File: src/rtl/pixel_compositor.sv
// Per-pixel compositor: registered tile/character ROM addressing, ROM latency
// alignment, priority/transparency resolution and frame-driven animation phases.
module pixel_compositor #(
    parameter int N_CHARS   = 5,
    parameter int ROM_LAT   = 1,
    parameter int COLOR_W   = 8,
    parameter int ANIM_DIV  = 8,
    parameter int BLINK_DIV = 16
) (
    input  logic                   i_clk,
    input  logic                   i_rst,
    input  logic                   i_frame_start,
    input  logic                   i_valid,
    input  logic [5:0]             i_tile_id,
    input  logic [1:0]             i_item,
    input  logic [5:0]             i_tile_offset,
    input  logic [N_CHARS-1:0]     i_char_hit,
    input  logic [N_CHARS*8-1:0]   i_char_offset,
    input  logic [N_CHARS*4-1:0]   i_char_pose,
    input  logic [N_CHARS-1:0]     i_char_fright,
    output logic [11:0]            o_tile_addr,
    input  logic [3:0]             i_tile_q,
    output logic [12:0]            o_pac_addr,
    input  logic                   i_pac_q,
    output logic [12:0]            o_ghost_addr,
    input  logic [1:0]             i_ghost_q,
    output logic                   o_valid,
    output logic [COLOR_W-1:0]     o_VGA_R,
    output logic [COLOR_W-1:0]     o_VGA_G,
    output logic [COLOR_W-1:0]     o_VGA_B
);
    localparam int WW = (N_CHARS > 1) ? $clog2(N_CHARS) : 1;
    localparam int AW = (ANIM_DIV > 1) ? $clog2(ANIM_DIV) : 1;
    localparam int BW = (BLINK_DIV > 1) ? $clog2(BLINK_DIV) : 1;

    localparam logic [23:0] C_BLACK  = 24'h000000;
    localparam logic [23:0] C_BLUE   = 24'h2121FF;
    localparam logic [23:0] C_PINK   = 24'hFFB8FF;
    localparam logic [23:0] C_PEACH  = 24'hFFB8AE;
    localparam logic [23:0] C_RED    = 24'hFF0000;
    localparam logic [23:0] C_CYAN   = 24'h00FFFF;
    localparam logic [23:0] C_ORANGE = 24'hFFB852;
    localparam logic [23:0] C_YELLOW = 24'hFFFF00;
    localparam logic [23:0] C_WHITE  = 24'hFFFFFF;

    typedef struct packed {
        logic          v;
        logic          hit;
        logic [WW-1:0] win;
        logic [1:0]    item;
        logic [5:0]    off;
        logic          blink;
        logic          fright;
    } meta_t;

    logic [AW-1:0]      r_anim_cnt;
    logic               r_anim_ph;
    logic [BW-1:0]      r_blink_cnt;
    logic               r_blink_ph;
    logic [11:0]        r_tile_addr;
    logic [12:0]        r_pac_addr;
    logic [12:0]        r_ghost_addr;
    meta_t              r_s1;
    meta_t              r_dl [ROM_LAT];
    logic               r_ov;
    logic [COLOR_W-1:0] r_r;
    logic [COLOR_W-1:0] r_g;
    logic [COLOR_W-1:0] r_b;

    logic          w_hit;
    logic [WW-1:0] w_win;
    logic [7:0]    w_off;
    logic [3:0]    w_pose;
    logic          w_fr;
    logic          w_is_pac;
    logic          w_is_ghost;
    logic [3:0]    w_gpose;
    meta_t         w_s1;
    meta_t         w_m;
    logic [2:0]    w_row;
    logic [2:0]    w_col;
    logic          w_dot;
    logic          w_ener;
    logic [23:0]   w_rgb;

    function automatic logic [COLOR_W-1:0] scale(input logic [7:0] c);
        logic [COLOR_W+7:0] t;
        t = {c, {COLOR_W{1'b0}}};
        return t[COLOR_W+7 -: COLOR_W];
    endfunction

    function automatic logic [23:0] body(input logic [WW-1:0] s);
        case (int'(s))
            2:       return C_PINK;
            3:       return C_CYAN;
            4:       return C_ORANGE;
            default: return C_RED;
        endcase
    endfunction

    always_ff @(posedge i_clk) begin
        if (i_rst) begin
            r_anim_cnt  <= '0;
            r_anim_ph   <= 1'b0;
            r_blink_cnt <= '0;
            r_blink_ph  <= 1'b0;
        end else if (i_frame_start) begin
            if (r_anim_cnt == AW'(ANIM_DIV - 1)) begin
                r_anim_cnt <= '0;
                r_anim_ph  <= ~r_anim_ph;
            end else begin
                r_anim_cnt <= r_anim_cnt + AW'(1);
            end
            if (r_blink_cnt == BW'(BLINK_DIV - 1)) begin
                r_blink_cnt <= '0;
                r_blink_ph  <= ~r_blink_ph;
            end else begin
                r_blink_cnt <= r_blink_cnt + BW'(1);
            end
        end
    end

    // Scan from highest slot down so the lowest hit index wins.
    always_comb begin
        w_hit  = 1'b0;
        w_win  = '0;
        w_off  = '0;
        w_pose = '0;
        w_fr   = 1'b0;
        for (int k = N_CHARS - 1; k >= 0; k--) begin
            if (i_char_hit[k]) begin
                w_hit  = 1'b1;
                w_win  = WW'(k);
                w_off  = i_char_offset[8*k +: 8];
                w_pose = i_char_pose[4*k +: 4];
                w_fr   = (k != 0) && i_char_fright[k];
            end
        end
    end

    assign w_is_pac   = w_hit && (w_win == '0);
    assign w_is_ghost = w_hit && (w_win != '0);
    assign w_gpose    = w_fr ? 4'd12 : w_pose;

    always_comb begin
        w_s1        = '0;
        w_s1.v      = i_valid;
        w_s1.hit    = w_hit;
        w_s1.win    = w_win;
        w_s1.item   = i_item;
        w_s1.off    = i_tile_offset;
        w_s1.blink  = r_blink_ph;
        w_s1.fright = w_fr;
    end

    always_ff @(posedge i_clk) begin
        if (i_rst) begin
            r_tile_addr  <= '0;
            r_pac_addr   <= '0;
            r_ghost_addr <= '0;
            r_s1         <= '0;
            for (int i = 0; i < ROM_LAT; i++) r_dl[i] <= '0;
        end else begin
            r_tile_addr  <= {i_tile_id, i_tile_offset};
            r_pac_addr   <= w_is_pac ? {w_pose, r_anim_ph, w_off} : 13'd0;
            r_ghost_addr <= w_is_ghost ? {w_gpose, r_anim_ph, w_off} : 13'd0;
            r_s1         <= w_s1;
            r_dl[0]      <= r_s1;
            for (int i = 1; i < ROM_LAT; i++) r_dl[i] <= r_dl[i-1];
        end
    end

    assign o_tile_addr  = r_tile_addr;
    assign o_pac_addr   = r_pac_addr;
    assign o_ghost_addr = r_ghost_addr;

    assign w_m   = r_dl[ROM_LAT-1];
    assign w_row = w_m.off[5:3];
    assign w_col = w_m.off[2:0];
    assign w_dot = (w_m.item == 2'd1)
                && (w_row == 3'd3 || w_row == 3'd4)
                && (w_col == 3'd3 || w_col == 3'd4);
    assign w_ener = (w_m.item == 2'd2) && !w_m.blink
                 && (w_row != 3'd0) && (w_row != 3'd7)
                 && (w_col != 3'd0) && (w_col != 3'd7)
                 && !((w_row == 3'd1 || w_row == 3'd6)
                   && (w_col == 3'd1 || w_col == 3'd6));

    always_comb begin
        w_rgb = C_BLACK;
        if (w_m.hit && (w_m.win == '0) && i_pac_q) begin
            w_rgb = C_YELLOW;
        end else if (w_m.hit && (w_m.win != '0) && (i_ghost_q != 2'd0)) begin
            case (i_ghost_q)
                2'd1:    w_rgb = w_m.fright ? C_BLUE : body(w_m.win);
                2'd2:    w_rgb = C_WHITE;
                default: w_rgb = w_m.fright ? C_PEACH : C_BLUE;
            endcase
        end else if (w_dot || w_ener) begin
            w_rgb = C_PEACH;
        end else begin
            case (i_tile_q)
                4'd1:    w_rgb = C_BLUE;
                4'd2:    w_rgb = C_PINK;
                default: w_rgb = C_BLACK;
            endcase
        end
    end

    always_ff @(posedge i_clk) begin
        if (i_rst) begin
            r_ov <= 1'b0;
            r_r  <= '0;
            r_g  <= '0;
            r_b  <= '0;
        end else begin
            r_ov <= w_m.v;
            r_r  <= w_m.v ? scale(w_rgb[23:16]) : '0;
            r_g  <= w_m.v ? scale(w_rgb[15:8]) : '0;
            r_b  <= w_m.v ? scale(w_rgb[7:0]) : '0;
        end
    end

    assign o_valid = r_ov;
    assign o_VGA_R = r_r;
    assign o_VGA_G = r_g;
    assign o_VGA_B = r_b;

endmodule

File: config.mk
export PLATFORM = sky130hd
export DESIGN_NAME = pixel_compositor
export DESIGN_NICKNAME = d
export VERILOG_FILES = /design/src/rtl/pixel_compositor.sv
export SDC_FILE = /design/constraint.sdc
export NUM_CORES = 1
export LEC_CHECK = 0
export ABC_AREA = 0
export BUFFER_PORTS_ARGS = -buffer_cell sky130_fd_sc_hd__clkbuf_2
export CAP_MARGIN = 20
export CORE_UTILIZATION = 40
export CTS_BUF_LIST = sky130_fd_sc_hd__clkbuf_16
export DETAILED_ROUTE_END_ITERATION = 10
export GPL_TIMING_DRIVEN = 0
export PLACE_DENSITY = 0.73
export SYNTH_ARGS = -nofsm -noshare
export SYNTH_HDL_FRONTEND = slang
export SYNTH_SLANG_ARGS = --single-unit
File: constraint.sdc
create_clock -name i_clk -period 1.3 [get_ports i_clk]
set_input_delay 0.13 -clock i_clk [delete_from_list [all_inputs] [get_ports i_clk]]
set_output_delay 0.13 -clock i_clk [all_outputs]
set_load 0.03 [all_outputs]
Word-level counts from Yosys, hierarchy flattened
Memory sizes are Yosys's and may differ from the RTL's.
Index checks and enable logic that the tools add are counted.
- muxes and demuxes: 41
- divide/modulo/power cells: 0
- eq/ne operators: 21
- $lt $le $gt $ge: 0
- shift-type cells: 0
- reduce and logical (&&, ||, !) cells: 37
- bitwise gates (word level): 5
- $mul: 0
- add/subtract/negate cells: 2
- operators by type and width (operator ; number):
    2-to-1 mux 24 bit ; 5
    case mux 24 bit (2 select lines) ; 2
    case mux 24 bit (3 select lines) ; 1
    2-to-1 mux 8 bit ; 5
    2-to-1 mux 4 bit ; 7
    equality test 3 bit (second input constant) ; 6
    2-to-1 mux 3 bit ; 6
    logical AND 1 bit ; 15
    2-to-1 mux 15 bit ; 1
    OR reduction 15 bit ; 1
    2-to-1 mux 1 bit ; 14
    equality test 3 x 2 -> 1 bit (second input constant) ; 4
    nonzero test 3 bit ; 4
    equality test 3 x 1 -> 1 bit (second input constant) ; 2
    zero test 3 bit ; 2
    inequality test 3 bit (second input constant) ; 2
    OR reduction 2 bit ; 3
    OR reduction 3 bit ; 2
    logical OR 1 bit ; 5
    NOT 1 bit ; 5
    adder 4 x 1 -> 4 bit (second input constant) ; 1
    equality test 2 x 1 -> 1 bit (second input constant) ; 2
    equality test 2 bit (second input constant) ; 2
    equality test 4 x 1 -> 1 bit (second input constant) ; 1
    6 further kinds ; 8
- ROM bits: 0
- input bits: 95
- memories: 1
- latch bits: 0
- output and inout bits: 63
- word-level logic and storage cells: 126
- RAM bits: 15
- register bits after elaboration: 87
- memory list (name ; depth ; bits a word ; rd ports ; clocked after memory_dff ; wr ports ; line ; RTL):
    r_dl ; 1 ; 15 ; 1 ; 0 ; 1 ; 64 ; meta_t r_dl [ROM_LAT];

Logic depth before layout (Yosys ltp)
Gate-level depths: netlist (run 1).
- depth in word-level cells: 11
- depth in mapped cells: 7

Worst setup path after synthesis (run 1)
Ideal clock, no wire load.
- path type: flip-flop to flip-flop
- from: memory r_dl[0][11] (netlist name)
- to: register r_g[5], in the netlist o_VGA_G[5]
- stages on the path, launching flop included: 5
- data arrival time: 1360 ps
- path slack: -151 ps
- period minus slack after synthesis: 1451 ps
- library setup time: 91 ps
- required time: 1209 ps
- path through: dfxtp_1 > or3_4 > a2111oi_4 > nor2_2 > a311oi_1
- word-level cells in the longest chain between the ends: 7
- elaborated cells between the ends (all ways): 15
- RTL lines (element ; line ; RTL):
    from (decl) ; 64 ;
    memory (1 x 15 bit) (*) ; -- ;
    equality test 3 bit / equality test 3 x 2 -> 1 bit (equally long branches) ; 93 ; case (int'(s))
    case mux 24 bit (3 select lines) ; 93 ;
    2-to-1 mux 24 bit ; 195 ; 2'd1: w_rgb = w_m.fright ? C_BLUE : body(w_m.win);
    case mux 24 bit (2 select lines) ; 194 ; case (i_ghost_q)
    2-to-1 mux 24 bit ; 193 ; end else if (w_m.hit && (w_m.win != '0) && (i_ghost_q != 2'd0)) begin
    2-to-1 mux 24 bit (*) ; 191 ; if (w_m.hit && (w_m.win == '0) && i_pac_q) begin
    to (signal assigned) ; 219 ; r_g <= w_m.v ? scale(w_rgb[15:8]) : '0;
    to (decl) ; 67 ; logic [COLOR_W-1:0] r_g;
Every way passes the cells marked *; elsewhere a longest branch is shown, timed or not.
A chain may end at the register's enable or synchronous reset.

Worst setup path in the final report (run 1)
Ends and elaborated chain as after synthesis.

==> results of run 1 <==
power by group through the flow:
stage / combinational (mW) / clock, mW / sequential, mW
2_1_floorplan: 0.371 / 0 / 2.81
3_3_place_gp: 0.739 / 0 / 2.71
3_5_place_dp: 0.753 / 0 / 2.71
4_1_cts: 0.806 / 2.86 / 2.66
5_1_grt: 0.893 / 2.96 / 2.67
6_report: 0.816 / 2.79 / 2.66
through the flow:
step | setup WS (ns) | hold slack (ns) | area, um^2
detailed placement | -0.312 | 0.335 | 4290
global placement | -0.333 | 0.330 | 4290
finish | -0.240 | 0.00869 | 4880
floorplan | -0.143 | 0.252 | 3400
CTS | -0.251 | 0.00113 | 4840
global route | -0.329 | 0.0143 | 4880
state kept, by name, indices dropped and copies added (netlist names), 2 cells and up:
register,flops
o_ghost_addr,13
o_VGA_B,4
r_s1,9
r_dl,15
r_anim_cnt,3
o_VGA_G,4
r_blink_cnt,4
o_tile_addr,12
o_pac_addr,13
o_VGA_R,2
Yosys cell counts (2+ instances only):
cell type | count | area, um^2
a311oi_1 | 5 | 43.8
nor2_1 | 19 | 71.3
nand2b_1 | 8 | 50.1
and3_1 | 5 | 31.3
a31oi_1 | 3 | 18.8
a21oi_1 | 22 | 110
xnor2_1 | 4 | 35.0
inv_1 | 14 | 52.6
o21a_1 | 3 | 22.5
mux2i_1 | 4 | 40.0
o21ai_0 | 2 | 10.0
a211oi_1 | 2 | 15.0
and2_1 | 14 | 87.6
o22ai_1 | 6 | 37.5
nor4_1 | 4 | 25.0
nand2_1 | 11 | 41.3
clkbuf_1 | 15 | 56.3
a211o_1 | 8 | 70.1
a22oi_1 | 3 | 22.5
a221o_1 | 2 | 20.0
xor2_1 | 3 | 26.3
ha_1 | 6 | 75.1
a221oi_1 | 9 | 78.8
nor3_1 | 9 | 45.0
nor2b_1 | 39 | 244
o32ai_1 | 2 | 17.5
dfxtp_1 | 82 | 1640
or3_1 | 2 | 12.5
nand3_1 | 4 | 20.0
buf_2 | 3 | 15.0
buf_1 | 2 | 7.51
nor3b_1 | 2 | 15.0
buf_4 | 20 | 150
cells by family (layout without fill, tap and decap cells):
| kind of cell | Yosys count | count (layout) | share of synthesized area |
|---|---|---|---|
| simple gates | 123 | 123 | 0.204 |
| xor+xnor | 7 | 7 | 0.0181 |
| fa+ha+maj | 6 | 6 | 0.0221 |
| flops | 82 | 82 | 0.483 |
| mux | 5 | 5 | 0.0151 |
| buf+inv | 54 | 241 | 0.0829 |
| compound gates | 79 | 79 | 0.175 |
how the worst min path moves through the flow:
stage          slack, ns               to  cells after the start
6_report           0.009   o_tile_addr[2]                      2
5_1_grt             0.01  o_tile_addr[11]                      2
4_1_cts            0.001   o_tile_addr[2]                      2
3_5_place_dp        0.34    o_pac_addr[3]                      2
3_3_place_gp        0.33    o_pac_addr[9]                      2
2_1_floorplan       0.25    o_pac_addr[0]                      1
layer usage:
layer | GRT usage | vias up
met3 | 0.0380 | 15
met1 | 0.224 | 1429
met5 | 0 | -
met4 | 0.0744 | 0
met2 | 0.342 | 112
li1 | - | 1596
cell usage in the layout (no fill, tap or decap), drive strengths merged, types with 3 or more instances in the layout:
master       synthesis  final
a211o                8      8
a21oi               22     22
a221oi               9      9
a22oi                3      3
a311oi               5      5
a31oi                4      4
and2                14     14
and3                 5      5
buf                 25     32
clkbuf              15    176
dfxtp               82     82
dlygate4sd3          0     12
ha                   6      6
inv                 14     19
mux2i                4      4
nand2               11     11
nand2b               8      8
nand3                4      4
nor2                20     20
nor2b               39     39
nor3                 9      9
nor4                 4      4
o21a                 3      3
o22ai                6      6
or3                  3      3
xnor2                4      4
xor2                 3      3
final cells by class:
class                   count  area (um^2)
plain buffers              40          230
clock buffers               9          225
clock inverters             7          106
fillers                   745         3330
inverters                  14         52.6
multi-input cells         220         1560
flip-flops and latches     82         1650
well taps                 105          131
repair buffers            171          933
what timing repair did:
item                                    CTS  global route
resized for setup                        15             5
setup buffers                             4             3
endpoints found under the hold margin    12             0
hold buffers                             12             0
endpoints found under the setup margin   10            20
pin swaps                                 5             4
==> results.txt, run 1 <==
Worst slew margin = 0.657
Critical path class = flip-flop to flip-flop
Period utilisation layout = 1.18
Pint = 4.70 mW
Met3 wire len = 456 um
Status = finished with violations
Sw power = 1.57 mW
Routed wire length = 8360 um
Root Driver = clkbuf_16
Synth Flop Type = dfxtp_1
Final nets = 639
Synthesized flop and latch total = 82
First-pass GRT wire length = 13200 um
Synth Net Count = 457
WP data arrival = 1.78 ns
# IOs = 158
Post-layout util = 0.594
DRC viols = 0
CTS Sinks = 82
Sequential share of power = 0.424
WP data required = 1.54 ns
PortBufs = 152
Crit path cell chain = or3_4, a2111oi_4, nor2_2, a311oi_1
Diode count = 0
Synth-to-layout area growth = 43.8%
Worst Max-Slew Pin Slew = 0.515 ns
Warnings from Yosys = 0
CTS buffer count = 9
Via-per-instance ratio = 4.86
Logic pwr share = 0.130
PwrDens = 1280 mW/mm^2
Cell family with most CP delay = compound AO/OA/AOI/OAI gates
Slowest library cell on the worst path = or3_4
Yosys cell types = 52
Met1 wire length = 3510 um
Setup TNS = -1.63 ns
Worst path depth = 4
Async SR Flop Fraction = 0
Clock-pin slew on the worst setup and hold paths = 0.06 ns
Mapped cell area = 0.00340 mm^2
Worst clock skew = 0.00610 ns
HPWL Detailed = 6260 um
WL met2 = 4250 um
DP Cell Count = 613
Final Setup Violations = 10
Fin worst setup slack = -0.240 ns
CP startpoint kind = flip-flop
Share of layout cells above drive strength 1 = 0.413
Static Leak = 2.32 nW
Via count = 3152
Worst Path Max Fanout = 4
Final Hold Vio Count = 0
H-tree depth = 3
Min-delay src = i_tile_offset[2]
GRT Overall Usage = 0.192
Critical Path Source = r_dl[0][11]
RSZ-0062 raised after global routing = true
Vias in the first global route = 2876
Clock Power Share = 0.446
Mapped Avg Cell Area = 9.54 um^2
Die span in y = 94.1 um
Largest net degree at the start of global routing = 17
CP max stage delay = 0.41 ns
Switching share of power = 0.250
Die width = 94.1 um
Syn Inst Count = 356
First-pass detailed-route iteration total = 5
Reg2reg start = r_dl[0][11]
Std cell rows = 33
CP Capture Type = flip-flop
Uppermost layer routed = met4
Max VDD drop = 0.000578 V
Starting Density = 0.413
Reg2Reg Depth = 4
Gpl congestion = 0.836
Antenna Nets Post-Route = 0
DIE AREA = 0.00886 mm^2
Min Tclk post-route = 1.54 ns
Pins Over Slew Limit = 0
Detailed Route Iter0 Violations = 60
Critical path buffers and inverters = 0
Reg-to-reg slack, setup = -0.24 ns
Clock tree buffer depth = 2
Post-synthesis sequential area ratio = 0.483
CTS tree = yes
Post-synth EDFFs = 0
FMAX = 649 MHz
Antenna violations before repair = 0
Grt ovf = 0
Core box area = 0.00822 mm^2
Tot Pwr = 6.26 mW
Clk Latency, worst-skew pair = 0.33 ns
CP endpoint = o_VGA_G[5]
Max Cap Viol = 0
Reg-to-Reg End = o_VGA_G[5]
Worst min path class = input pin to flip-flop
Finished Layout Cells = 648
Wire length per cell = 12.9 um
Failing checks = setup timing
No activity file was read; power rests on OpenSTA's default activity.
==> run 2: changes to the inputs <==
--- a/config.mk
+++ b/config.mk
@@ -8,11 +8,11 @@
 export ABC_AREA = 0
 export BUFFER_PORTS_ARGS = -buffer_cell sky130_fd_sc_hd__clkbuf_2
 export CAP_MARGIN = 20
-export CORE_UTILIZATION = 40
+export CORE_UTILIZATION = 42
 export CTS_BUF_LIST = sky130_fd_sc_hd__clkbuf_16
 export DETAILED_ROUTE_END_ITERATION = 10
 export GPL_TIMING_DRIVEN = 0
-export PLACE_DENSITY = 0.73
+export PLACE_DENSITY = 0.76
 export SYNTH_ARGS = -nofsm -noshare
 export SYNTH_HDL_FRONTEND = slang
 export SYNTH_SLANG_ARGS = --single-unit
==> run 2 against run 1 <==
  * The run ends with hold timing, setup timing left
  * Non-clock buffer count grew 6
  * Worst hold slack lost 0.0089 ns
  * Routed wire length grew 9.1%
  * Clock skew grew 0.00080 ns
  * Setup slack gained 0.012 ns
  * Clock power shrank 9.0%
  * Clock-buffer cell count is the same
  * Critical path depth is the same
  * Global-route usage grew 2.9 points
  * Largest cell class unchanged
==> results.txt, run 2 (same netlist as run 1, synthesis figures left out) <==
CTS Sinks = 82
Final Hold Vio Count = 1
Pre-CTS setup slack = -0.279 ns
WP data arrival = 1.77 ns
DRC viols = 0
Share of layout cells above drive strength 1 = 0.417
Core box area = 0.00777 mm^2
Max VDD drop = 0.000922 V
CTS buffer count = 9
Reg-to-reg slack, setup = -0.23 ns
Clock tree buffer depth = 2
Logic pwr share = 0.140
Most flop-heavy register = r_dl
Wire length per cell = 14.0 um
Status = finished with violations
Gpl congestion = 0.844
H-tree depth = 3
Fin worst setup slack = -0.228 ns
Pint = 4.49 mW
Clock Power Share = 0.420
Starting Density = 0.437
Antenna Nets Post-Route = 0
RSZ-0062 raised after global routing = true
Clock-pin slew on the worst setup and hold paths = 0.06 ns
PortBufs = 152
Via count = 3235
Worst clock skew = 0.00690 ns
# IOs = 158
Via-per-instance ratio = 4.97
WP data required = 1.55 ns
Max Cap Viol = 0
CP startpoint kind = flip-flop
Antenna violations before repair = 0
Detailed Route Iter0 Violations = 64
Sw power = 1.56 mW
Crit path cell chain = or3_4, a2111oi_4, nor2_2, a311oi_2
Clk Latency, worst-skew pair = 0.34 ns
Commonest non-fill, non-tap cell in the layout = clkbuf_2
Pins Over Slew Limit = 0
Slowest library cell on the worst path = or3_4
Worst Max-Slew Pin Slew = 0.511 ns
Routed wire length = 9130 um
Die width = 91.9 um
HPWL Detailed = 6410 um
DIE AREA = 0.00845 mm^2
CP max stage delay = 0.40 ns
Static Leak = 2.36 nW
Synth-to-layout area growth = 45.9%
Period utilisation layout = 1.18
Std cell rows = 32
Diode count = 0
PwrDens = 1220 mW/mm^2
Failing checks = hold timing, setup timing
First-pass GRT wire length = 14500 um
Final nets = 645
Largest register FFs = 15
Commonest cells after routing, fill and taps aside = clkbuf_2, dfxtp_1, nor2b_1
Sequential share of power = 0.440
Switching share of power = 0.258
Largest net degree at the start of global routing = 16
First-pass detailed-route iteration total = 4
Min Tclk post-route = 1.53 ns
Vias in the first global route = 3210
Worst min path class = input pin to flip-flop
DP Cell Count = 610
Tot Pwr = 6.05 mW
Die span in y = 91.9 um
Critical path class = flip-flop to flip-flop
Grt ovf = 0
Root Driver = clkbuf_16
GRT Overall Usage = 0.221
Worst Path Max Fanout = 3
Final Setup Violations = 10
Worst slew margin = 0.660
CP Capture Type = flip-flop
CTS tree = yes
FMAX = 655 MHz
Hold Slack = -0.000204 ns
Finished Layout Cells = 651
[run 2: worst max-delay path: cells and delay by family (launching register included)]
kind               cells  cell delay (ns)
AOI/OAI and AO/OA      2             0.64
DFF                    1             0.32
and+or+nand+nor        2             0.48
[run 2: routing by layer]
| layer | wire length [um] | vias to the layer above | GRT usage | part of all wire |
|---|---|---|---|---|
| met3 | 564 | 17 | 0.0489 | 0.062 |
| met2 | 4800 | 126 | 0.401 | 0.53 |
| met4 | 198 | 0 | 0.108 | 0.022 |
| met1 | 3570 | 1480 | 0.240 | 0.39 |
| li1 | - | 1612 | - | - |
| met5 | 0 | - | 0 | 0 |
[run 2: power groups by stage]
stage / Clock [mW] / Combinational (mW) / Sequential [mW]
finish: 2.54 / 0.846 / 2.66
global route: 2.72 / 0.920 / 2.67
CTS: 2.58 / 0.825 / 2.66
detailed placement: 0 / 0.755 / 2.71
global placement: 0 / 0.739 / 2.71
floorplan: 0 / 0.371 / 2.81
[run 2: final cells by class]
class,instances,area (um^2)
clock inverters,7,73.8
clock buffers,9,225
fillers,680,2810
plain buffers,39,226
flip-flops and latches,82,1650
multi-input cells,220,1600
inverters,14,52.6
repair buffers,178,1000
well taps,102,128
[run 2: timing repair]
item                                    CTS  global route
endpoints found under the setup margin   10            19
pin swaps                                 4             4
hold buffers                             17             1
hold endpoints to repair                 17             1
resized for setup                        14            13
gates cloned                              0             0
buffers inserted                          6             2
[run 2: final timing paths]
kind                  startpoint        endpoint  depth (start not counted)
hold / removal    i_char_pose[2]  o_pac_addr[11]                          2
setup / recovery     r_dl[0][11]      o_VGA_G[5]                          4
hold reg to reg         r_s1[12]     r_dl[0][12]                          1
setup reg to reg     r_dl[0][11]      o_VGA_G[5]                          4
[run 2: metrics by stage]
stage                     utilization  hold WS, ns  cell area (um^2)  TNS [ns]
after global routing            0.638      0.00439              4950     -2.11
after CTS                       0.628     0.000783              4880     -1.61
final                           0.638    -0.000204              4950     -1.66
after global placement          0.552        0.332              4290     -4.90
after detailed placement        0.552        0.337              4290     -5.21
after floorplan                     -        0.252              3400    -0.789
==> run 3: changes to the inputs <==
--- a/config.mk
+++ b/config.mk
@@ -8,11 +8,11 @@
 export ABC_AREA = 0
 export BUFFER_PORTS_ARGS = -buffer_cell sky130_fd_sc_hd__clkbuf_2
 export CAP_MARGIN = 20
-export CORE_UTILIZATION = 42
+export CORE_UTILIZATION = 46
 export CTS_BUF_LIST = sky130_fd_sc_hd__clkbuf_16
 export DETAILED_ROUTE_END_ITERATION = 10
 export GPL_TIMING_DRIVEN = 0
-export PLACE_DENSITY = 0.76
+export PLACE_DENSITY_LB_ADDON = 0.2
 export SYNTH_ARGS = -nofsm -noshare
 export SYNTH_HDL_FRONTEND = slang
 export SYNTH_SLANG_ARGS = --single-unit
==> constraint.sdc (replaced) <==
create_clock -name i_clk -period 1.7 [get_ports i_clk]
set_input_delay 0.17 -clock i_clk [delete_from_list [all_inputs] [get_ports i_clk]]
set_output_delay 0.17 -clock i_clk [all_outputs]
set_load 0.03 [all_outputs]
==> run 3 against run 2 <==
  * The flow now finishes without violations
  * Combinational power is 32% lower
  * Global-route usage is 1.2 points lower
  * First-iteration DRC count is 3.1% lower
  * Via count is 4.6% lower
  * Routed wire length is 12% lower
  * Clock-buffer cell count stayed put
  * Die area is 8.5% lower
  * Non-clock buffer count is 25 lower
  * Final cell count is 4.8% lower
  * Power is 27% lower
  * Critical path depth stayed put
  * Flip-flop and latch count stayed put
  * Largest cell class unchanged
==> results.txt, run 3 (same netlist as run 1, synthesis figures left out) <==
Tot Pwr = 4.40 mW
Final nets = 620
Share of layout cells above drive strength 1 = 0.378
Clock Power Share = 0.407
WHS Endpoint = o_pac_addr[12]
Pint = 3.24 mW
Vias in the first global route = 2758
First-pass detailed-route iteration total = 4
CP startpoint kind = flip-flop
H-tree depth = 3
DP Cell Count = 604
Root Driver = clkbuf_16
Clock-pin slew on the worst setup and hold paths = 0.06 ns
RSZ-0062 raised after global routing = false
CTS tree = yes
Slowest library cell on the worst path = or3_4
HPWL Detailed = 6050 um
Most flop-heavy register = r_dl
Hold buffer count at CTS = 0
Via count = 3085
Worst Path Max Fanout = 5
Hold Slack = 0.0408 ns
DIE AREA = 0.00773 mm^2
Synth-to-layout area growth = 34.4%
Reg-to-reg slack, setup = 0.11 ns
Routed wire length = 8010 um
Pins Over Slew Limit = 0
Max Cap Viol = 0
Commonest cells after routing, fill and taps aside = clkbuf_2, dfxtp_1, nor2b_1
Commonest non-fill, non-tap cell in the layout = clkbuf_2
Min Tclk post-route = 1.59 ns
Core box area = 0.00694 mm^2
Starting Density = 0.489
PwrDens = 964 mW/mm^2
Critical path class = flip-flop to flip-flop
Max VDD drop = 0.000705 V
CP Capture Type = flip-flop
Reg2reg start = r_dl[0][11]
CTS Sinks = 82
Post-layout util = 0.657
Logic pwr share = 0.131
Fin worst setup slack = 0.112 ns
Worst clock skew = 0.00605 ns
FMAX = 630 MHz
Setup Buffers After CTS = 0
PortBufs = 152
Std cell rows = 30
Period utilisation layout = 0.934
Pre-CTS setup slack = -0.110 ns
Largest net degree at the start of global routing = 16
Wire length per cell = 12.9 um
First-pass GRT wire length = 12200 um
Reg2Reg Depth = 4
Min-delay src = i_char_pose[3]
Finished Layout Cells = 620
Worst slew margin = 0.640
Antenna Nets Post-Route = 0
Clock tree buffer depth = 2
Sequential share of power = 0.462
Gpl congestion = 0.836
Worst Max-Slew Pin Slew = 0.540 ns
Grt ovf = 0
CTS buffer count = 9
Status = finished, final reports clean
Die span in y = 87.9 um
DRC viols = 0
Crit path cell chain = or3_4, a2111oi_4, nor2_2, a311oi_1
GRT Overall Usage = 0.209
Static Leak = 2.18 nW
WP data required = 1.94 ns
Reg-to-Reg End = o_VGA_G[5]
WP data arrival = 1.82 ns
Final Hold Vio Count = 0
Switching share of power = 0.263
Antenna violations before repair = 0
Worst min path class = input pin to flip-flop
Detailed Route Iter0 Violations = 62
Via-per-instance ratio = 4.98
Clk Latency, worst-skew pair = 0.33 ns
# IOs = 158
Final Setup Violations = 0
CP max stage delay = 0.43 ns
Diode count = 0
Hold Path Depth = 2
Largest register FFs = 15
Die width = 87.9 um
Sw power = 1.15 mW
run 3: cell types whose count changed in the layout (fill, tap and decap cells not counted), sizes merged:
cell and change:
buf -8, bufinv -1, clkbuf +1, clkinv +1
dlygate4sd3 -18
run 3: per-layer routing:
metal | GRT usage | share of wire | vias up
met2 | 0.366 | 0.50 | 128
met1 | 0.242 | 0.41 | 1388
met4 | 0.0849 | 0.0092 | 0
met3 | 0.0528 | 0.073 | 6
met5 | 0 | 0 | -
li1 | - | - | 1563
run 3: stage by stage:
step	cell area, um^2	TNS (ns)
final	4560	0
after global routing	4560	0
after CTS	4550	0
after detailed placement	4280	-0.239
after global placement	4280	-0.188
after floorplan	3400	0
run 3: worst max-delay path by stage:
stage                       from          to  slack [ns]
global placement    i_ghost_q[0]  o_VGA_B[1]       -0.09
floorplan            r_dl[0][11]  o_VGA_G[5]        0.25
finish               r_dl[0][11]  o_VGA_G[5]        0.11
detailed placement  i_ghost_q[0]  o_VGA_G[5]       -0.11
global route         r_dl[0][11]  o_VGA_R[6]        0.02
CTS                  r_dl[0][13]  o_VGA_G[5]        0.02
run 3: what timing repair did:
action | CTS | global route
setup endpoints to repair | 0 | 5
resized for setup | 0 | 2
endpoints found under the hold margin | 0 | 0
run 3: layout make-up:
cell class                 instances  area (um^2)
tap                               96          120
sequential                        82         1640
timing repair buffer             152          761
clock buffer                       9          225
buffer                            40          229
fill                             604         2380
multi-input combinational        220         1480
clock inverter                     7         52.6
inverter                          14         52.6
run 3: worst max-delay path, delay by kind of cell, from the launching register on:
kind / cells / cell delay, ns
AO/OA/AOI/OAI: 2 / 0.65
flip-flops: 1 / 0.34
AND/OR/NAND/NOR: 2 / 0.51
run 3: power by group through the flow:
| stage | registers [mW] | clock network (mW) | logic [mW] |
|---|---|---|---|
| 5_1_grt | 2.04 | 1.92 | 0.633 |
| 2_1_floorplan | 2.15 | 0 | 0.283 |
| 3_5_place_dp | 2.07 | 0 | 0.575 |
| 4_1_cts | 2.03 | 1.82 | 0.578 |
| 6_report | 2.03 | 1.79 | 0.578 |
| 3_3_place_gp | 2.07 | 0 | 0.566 |
